<file path="config.mk">
export PLATFORM = sky130hd
export DESIGN_NAME = gray_binarize_packer
export DESIGN_NICKNAME = d
export VERILOG_FILES = /design/src/rtl/gray_binarize_packer.sv
export SDC_FILE = /design/constraint.sdc
export NUM_CORES = 1
export LEC_CHECK = 0
export BUFFER_PORTS_ARGS = -buffer_cell sky130_fd_sc_hd__buf_2
export CORE_ASPECT_RATIO = 1.5
export CORE_MARGIN = 1
export CORE_UTILIZATION = 62
export CTS_CLUSTER_SIZE = 12
export DETAILED_ROUTE_END_ITERATION = 8
export PLACE_DENSITY = 0.84
export SLEW_MARGIN = 30
export SYNTH_ARGS = -nofsm -noshare
export SYNTH_HDL_FRONTEND = slang
export SYNTH_SLANG_ARGS = --single-unit
</file>
<file path="constraint.sdc">
create_clock -name clk -period 4.3 [get_ports clk]
set_input_delay 0.215 -clock clk [delete_from_list [all_inputs] [get_ports clk]]
set_output_delay 0.215 -clock clk [all_outputs]
set_load 0.01 [all_outputs]
</file>
<file path="src/rtl/gray_binarize_packer.sv">
// Binarizes each pixel against its local average plus an offset and packs the
// bits LSB-first into per-line words behind a 2-entry valid/ready output queue.
// Optional: define GRAY_BIN_VALID_CHECK_EN to require both valids and flag any disagreement.
module gray_binarize_packer #(
  parameter int         WORD_BITS     = 16,
  parameter int         LINE_WIDTH    = 640,
  parameter logic [7:0] THRESH_OFFSET = 8'd0
) (
  input  logic                 clk,
  input  logic                 reset,
  input  logic [8:0]           in_pixel,
  input  logic                 in_pixel_valid,
  input  logic [7:0]           local_average,
  input  logic                 local_average_valid,
  output logic [WORD_BITS-1:0] out_word,
  output logic                 out_sof,
  output logic                 out_eol,
  output logic                 out_valid,
  input  logic                 out_ready,
`ifdef GRAY_BIN_VALID_CHECK_EN
  output logic                 valid_mismatch,
`endif
  output logic                 overflow
);

  localparam int BW = $clog2(WORD_BITS);
  localparam int CW = (LINE_WIDTH > 1) ? $clog2(LINE_WIDTH) : 1;
  localparam logic [BW-1:0] LAST_BIT = BW'(WORD_BITS - 1);
  localparam logic [CW-1:0] LAST_COL = CW'(LINE_WIDTH - 1);

  function automatic logic [7:0] sat_thresh(input logic [7:0] avg);
    logic [8:0] sum;
    sum = {1'b0, avg} + {1'b0, THRESH_OFFSET};
    return sum[8] ? 8'hFF : sum[7:0];
  endfunction

  logic accept;
`ifdef GRAY_BIN_VALID_CHECK_EN
  assign accept = in_pixel_valid && local_average_valid;
  always_ff @(posedge clk) begin
    if (reset)                                     valid_mismatch <= 1'b0;
    else if (in_pixel_valid != local_average_valid) valid_mismatch <= 1'b1;
  end
`else
  logic unused_avg_valid;
  assign accept           = in_pixel_valid;
  assign unused_avg_valid = local_average_valid;
`endif

  logic [CW-1:0]        col;
  logic [BW-1:0]        bitpos;
  logic                 sof_pend;
  logic [WORD_BITS-1:0] shift_word_p1;

  // p0: threshold compare and placement of the bit in the current word
  logic [7:0]           thr_p0;
  logic                 bit_p0, sof_p0, done_p0, eol_p0, word_sof_p0;
  logic [BW-1:0]        pos_p0;
  logic [CW-1:0]        col_p0;
  logic [WORD_BITS-1:0] word_p0;

  always_comb begin
    thr_p0      = sat_thresh(local_average);
    bit_p0      = in_pixel[7:0] > thr_p0;
    sof_p0      = in_pixel[8];
    pos_p0      = sof_p0 ? '0 : bitpos;
    col_p0      = sof_p0 ? '0 : col;
    word_p0     = (pos_p0 == '0) ? '0 : shift_word_p1;
    word_p0[pos_p0] = bit_p0;
    eol_p0      = col_p0 == LAST_COL;
    done_p0     = (pos_p0 == LAST_BIT) || eol_p0;
    word_sof_p0 = sof_p0 || sof_pend;
  end

  // p1: packing state; the partial word needs no reset since bit 0 overwrites it
  always_ff @(posedge clk) begin
    if (accept) shift_word_p1 <= word_p0;
  end

  always_ff @(posedge clk) begin
    if (reset) begin
      col      <= '0;
      bitpos   <= '0;
      sof_pend <= 1'b0;
    end else if (accept) begin
      col      <= eol_p0 ? '0 : col_p0 + 1'b1;
      bitpos   <= done_p0 ? '0 : pos_p0 + 1'b1;
      sof_pend <= done_p0 ? 1'b0 : word_sof_p0;
    end
  end

  // output queue: 2-entry first-word-fall-through
  logic [WORD_BITS+1:0] fifo_mem [2];
  logic                 wr_ptr, rd_ptr;
  logic [1:0]           count;
  logic                 push, pop, full, do_write;
  logic [WORD_BITS+1:0] head;

  assign push     = accept && done_p0;
  assign full     = count == 2'd2;
  assign pop      = out_valid && out_ready;
  assign do_write = push && (!full || pop);

  always_ff @(posedge clk) begin
    if (do_write) fifo_mem[wr_ptr] <= {word_sof_p0, eol_p0, word_p0};
  end

  always_ff @(posedge clk) begin
    if (reset) begin
      wr_ptr   <= 1'b0;
      rd_ptr   <= 1'b0;
      count    <= 2'd0;
      overflow <= 1'b0;
    end else begin
      if (do_write) wr_ptr <= ~wr_ptr;
      if (pop)      rd_ptr <= ~rd_ptr;
      case ({do_write, pop})
        2'b10:   count <= count + 2'd1;
        2'b01:   count <= count - 2'd1;
        default: count <= count;
      endcase
      if (push && full && !pop) overflow <= 1'b1;
    end
  end

  assign head      = fifo_mem[rd_ptr];
  assign out_valid = count != 2'd0;
  assign out_word  = out_valid ? head[WORD_BITS-1:0] : '0;
  assign out_eol   = out_valid && head[WORD_BITS];
  assign out_sof   = out_valid && head[WORD_BITS+1];

endmodule

</file>
# Word level (Yosys, flattened, before mapping)

Memory sizes are Yosys's and may differ from the RTL's. A register that Yosys moved wholly into a read port is not among the register bits.
Cells that the tools add are included.

Add/sub/neg operators: 4
Reduce and logical (&&, ||, !) cells: 16
Bitwise operators: 2
Equal/unequal tests: 5
Multiplexer cells: 15
$lt $le $gt $ge: 3

Operators by type and width:

| cell                  | number |
|---|---|
| $mux 16               | 2 |
| $mux 10               | 2 |
| $bwmux 16             | 1 |
| $add 10x1->10 const B | 1 |
| $eq 10x10->1 const B  | 1 |
| $gt 8x8->1            | 1 |
| $logic_and 1x1->1     | 8 |
| $mux 4                | 2 |
| $mux 1                | 6 |
| $lt 4x5->1 const B    | 1 |
| $add 4x1->4 const B   | 1 |
| $demux 1 s4           | 1 |
| $eq 2x2->1 const B    | 2 |
| $eq 4x4->1 const B    | 1 |
| $ge 4x1->1 const B    | 1 |
| $logic_not 4->1       | 1 |
| $pmux 2 s2            | 1 |
| $reduce_bool 2->1     | 2 |
| $logic_or 1x1->1      | 3 |
| $add 2x1->2 const B   | 1 |
| $eq 2x1->1 const B    | 1 |
| $logic_not 1->1       | 2 |
| $not 1->1             | 2 |
| $sub 2x1->2 const B   | 1 |

Memory bits (writable): 36
Memories: 1
Flip-flop bits (word level): 36
Bits of input ports: 22
Word-level logic and storage cells: 54

Memory list:

| memory   | words | width | read ports | clocked after Yosys merged registers in | write ports | RTL line | text |
|---|---|---|---|---|---|---|---|
| fifo_mem | 2     | 18    | 1          | 1                                       | 1           | 93       | `logic [WORD_BITS+1:0] fifo_mem [2];` |

# Longest topological paths before layout

Word-level depth: 7
Mapped depth: 12

# Worst setup path before layout

Ideal clock, no wire load.

Path type: in2reg
From: in in_pixel[8]
To: mem fifo_mem[0][0] in the netlist's numbering, enable pin
Stages on the path: 9
Path slack: 1.324 ns
Data arrival time: 2.584 ns
Cells stage by stage: buf_2 clkbuf_1 clkbuf_1 nor2b_1 ha_1 nand4b_4 o41ai_4 nand3_1 nor2_1

Cells in the longest elaborated chain, start to end: 7
Elaborated cells on any way between the ends: 9

Ends and longest elaborated chain:

| what                                              | RTL line | text |
|---|---|---|
| start: declaration                                | 11       | `input logic [8:0] in_pixel,` |
| $mux 10 / $mux 4 (equally long branches)          | 67, 66   |  |
| $eq 10x10->1 / $eq 4x4->1 (equally long branches) | 70, 71   |  |
| $logic_or 1x1->1 (*)                              | 71       | `done_p0 = (pos_p0 == LAST_BIT) \|\| eol_p0;` |
| $logic_and 1x1->1 (*)                             | 99       | `assign push = accept && done_p0;` |
| $logic_and 1x1->1 (*)                             | 102      | `assign do_write = push && (!full \|\| pop);` |
| $mux 1 (*)                                        | 105      | `if (do_write) fifo_mem[wr_ptr] <= {word_sof_p0, eol_p0, word_p0};` |
| $mux 1 (implied by the code) (*)                  | 105      |  |
| end: declaration                                  | 93       |  |

Every way passes the cells marked *; elsewhere a longest branch is shown, timed or not.

# Worst setup path in the final report

From: reg col[0]
To: mem fifo_mem[1][8] in the netlist's numbering, enable pin

Cells in the longest elaborated chain, start to end: 7

Ends and longest elaborated chain:

| what                         | RTL line | text |
|---|---|---|
| start: declaration           | 50       | `logic [CW-1:0] col;` |
| start signal: assignment     | 86       | `col <= eol_p0 ? '0 : col_p0 + 1'b1;` |
| $mux 10                      | 67       | `col_p0 = sof_p0 ? '0 : col;` |
| $eq 10x10->1                 | 70       | `eol_p0 = col_p0 == LAST_COL;` |
| $logic_or 1x1->1             | 71       |  |
| $logic_and 1x1->1            | 99       |  |
| $logic_and 1x1->1            | 102      |  |
| $mux 1                       | 105      |  |
| $mux 1 (implied by the code) | 105      |  |

Every way passes these cells.

==> impl_metrics.py <==
metrics = {
    "yosys": {
        "ys_ff_latch": 73,
        "synthCells": 332,
        "synth_area_leaders": "edfxtp_1, dfxtp_1, mux2i_1, ha_1, nor2_1",
        "synth-main-ff-cell": "edfxtp_1",
        "synth_top_area_share_pct": 44.4,
        "syn_area_um2": 3510,
        "yosysTopAreaCell": "edfxtp_1",
        "yosysUniqueCellTypes": 46,
        "async_flop_share_pct": 0,
        "ys_seq_area_share_pct": 56.4,
        "synth_area_per_cell_um2": 10.6,
        "yosys_warnings": 0,
        "synth_edf_count": 52,
        "synth_nets": 367,
    },
    "detailed_routing": {
        "top_layer_used": "met4",
        "dr.pass1.iters": 4,
        "drc": 0,
        "drt_iter0_drc": 81,
        "wl_met2_um": 3680,
        "viasPerCell": 5.77,
        "wl_met3_um": 271,
        "wl_per_cell_um": 14.7,
        "ant_nets": 0,
        "wirelength_um": 6550,
        "wl_met1_um": 2440,
        "num_vias": 2581,
    },
    "sta": {
        "finalCriticalPeriod_ns": 2.80,
        "finalMaxSlewViolations": 0,
        "setup_viol": 0,
        "skew_ns": 0.00781,
        "maxSlewHeadroom_pct": 43.1,
        "worst_pin_slew_ns": 0.853,
        "rsz0062_at_grt": "false",
        "fmax_ghz": 0.357,
        "fin_ws_ns": 1.50,
        "finalCritPeriodShare_pct": 65.2,
        "hold_violations": 0,
        "setup_tns_ns": 0,
    },
    "pwr": {
        "powerDensity_nw_per_um2": 358,
        "intPower_mw": 1.12,
        "total_power_mw": 1.43,
        "p_leak_nw": 1.54,
        "clkPwrFrac_pct": 41.1,
        "combPwrFrac_pct": 5.3,
        "p_sw_share_pct": 21.7,
        "power_frac_seq_pct": 53.7,
        "irDropWorstVdd_uv": 268,
        "switchingPower_uw": 310,
    },
    "clocking": {
        "cts_num_sinks": 73,
        "numCtsBuffers": 9,
        "cts_hold_buf": 0,
        "cts_setup_buffers": 0,
        "htreeDepth": 3,
        "cts_root_buf": "clkbuf_8",
        "post_cts_resized": 0,
        "cts_tree": "yes",
        "clk_pin_slew_ns": 0.07,
        "clk_path_buf_depth": 2,
        "clkLatencyLatePin_ns": 0.35,
    },
    "hold_path": {
        "holdCritPathClass": "in -> reg",
        "holdPathStages": 3,
        "min_to": "count[0]",
        "min_from": "out_ready",
    },
    "global_routing": {
        "grt.total_usage_pct": 24.8,
        "grt_pass1_wl_um": 11100,
        "grt_max_degree": 38,
        "grt_pass1_vias": 2495,
        "antenna_found_initial": 0,
        "grt_overflow": 0,
    },
    "flow_run": {
        "maxCapViolCount": 0,
    },
    "setup_path": {
        "crit_fanout": 18,
        "required_ns": 4.27,
        "worst-setup-path-type": "reg -> reg",
        "rrSetupSlack_ns": 1.50,
        "end_kind": "flop",
        "critPathLaunchType": "flop",
        "r2r_end": "fifo_mem[1][8]",
        "r2r_cells": 6,
        "arrival_ns": 2.78,
        "r2r-start": "col[0]",
    },
    "run_status": {
        "outcome": "completed",
    },
    "cells_and_area": {
        "layout.nets": 407,
        "regArea_um2": 1980,
        "drive_gt1_share_pct": 18.8,
        "fill_cells": 404,
        "stdcell_area_um2": 3990,
        "area_delta_synth_final_pct": 13.6,
        "multi_input_area_um2": 1400,
        "antenna_cells": 0,
        "layout.cells.non_filler": 447,
    },
    "placement": {
        "io_buffers": 40,
        "dpl.cell_count": 431,
        "pre_cts_ws_ns": 1.34,
        "gp_congestion": 0.837,
        "dpl.hpwl_um": 4570,
        "placed_cell_area_um2": 3770,
    },
    "die": {
        "ios": 42,
        "rows": 33,
        "die-area_um2": 5980,
        "die_y_um": 94.2,
        "start_util_pct": 64.5,
        "core_um2": 5450,
        "die_w_um": 63.5,
    },
}
[worst max-delay path by stage]
stage                                 to  cells after the start        start
after floorplan           fifo_mem[0][0]                      9  in_pixel[8]
after CTS                 fifo_mem[1][8]                      6       col[0]
after global routing      fifo_mem[1][8]                      6       col[0]
after detailed placement  fifo_mem[1][8]                      7  in_pixel[8]
after global placement    fifo_mem[1][8]                      7  in_pixel[8]
final                     fifo_mem[1][8]                      6       col[0]
[synth_stat cells, drive strengths merged, types with 2 or more instances]
cell type	n
a21oi	15
a22oi	2
a32oi	2
and3	3
buf	4
clkbuf	11
dfxtp	21
edfxtp	52
ha	13
inv	19
mux2i	20
nand2	37
nand2b	6
nand3	13
nand4	4
nand4b	2
nor2	42
nor2b	4
nor3	7
o21ai	29
o32ai	2
or2	3
xor2	2
[power by group through the flow]
stage	sequential, mW	combinational (mW)	clock, mW
after global routing	0.767	0.0852	0.620
after floorplan	0.781	0.0485	0
after detailed placement	0.782	0.0750	0
final	0.766	0.0753	0.586
after CTS	0.766	0.0755	0.593
after global placement	0.781	0.0712	0
[routing by layer]
layer  up-vias  track usage, %
met4         0            12.9
met1      1243            24.7
met2        61            46.5
met5         -               0
met3        15            5.83
li1       1262               -
[cell families after synthesis]
logic type / after synthesis / share of synthesized area, %
AO/OA/AOI/OAI: 58 / 10.5
XOR/XNOR: 3 / 0.748
adder cells (fa/ha/maj): 13 / 4.63
buffers and inverters: 34 / 3.74
flip-flops: 73 / 56.4
multiplexers: 21 / 6.02
AND/OR/NAND/NOR: 130 / 17.9
[critical path: stages (launching register included)]
cell and delay [ns]:
dfxtp_1 0.35, nor2b_1 0.21, ha_1 0.27, nand4b_4 0.13, o41ai_4 0.50, and2_4 0.25, and3_1 0.72
[cells in the final DEF (no fill, tap or decap), drive strengths merged, types with 3 or more instances in the layout]
| cell type | netlist | routed |
|---|---|---|
| nand2 | 37 | 37 |
| a21oi | 15 | 15 |
| nor3 | 7 | 7 |
| mux2i | 20 | 20 |
| ha | 13 | 13 |
| nor2b | 4 | 4 |
| nand2b | 6 | 6 |
| nand4 | 4 | 4 |
| nand3 | 13 | 13 |
| o21ai | 29 | 29 |
| buf | 4 | 44 |
| clkbuf | 11 | 10 |
| dfxtp | 21 | 21 |
| nor2 | 42 | 42 |
| edfxtp | 52 | 52 |
| clkinvlp | 0 | 3 |
| and3 | 3 | 3 |
| or2 | 3 | 3 |
| inv | 19 | 20 |
[layout make-up]
class / instances / area share, %
multi-input cells: 225 / 35.1
well taps: 70 / 2.19
clock inverters: 6 / 2.29
flip-flops and latches: 73 / 49.7
repair buffers: 44 / 5.77
inverters: 19 / 1.79
clock buffers: 10 / 3.20
[state kept, by name (all words and copies together), names as in the netlist, named ones only]
name	flops
bitpos	4
col	10
count	2
fifo_mem	36
overflow	1
rd_ptr	1
shift_word_p1	16
sof_pend	1
wr_ptr	1
[per-stage QoR]
step	util, %	hold WS [ns]
after CTS	73.2	0.208
final	73.2	0.226
after global routing	73.2	0.245
after detailed placement	69.2	0.467
after floorplan	-	0.327
after global placement	69.2	0.452
(Power assumes the default switching activity.)
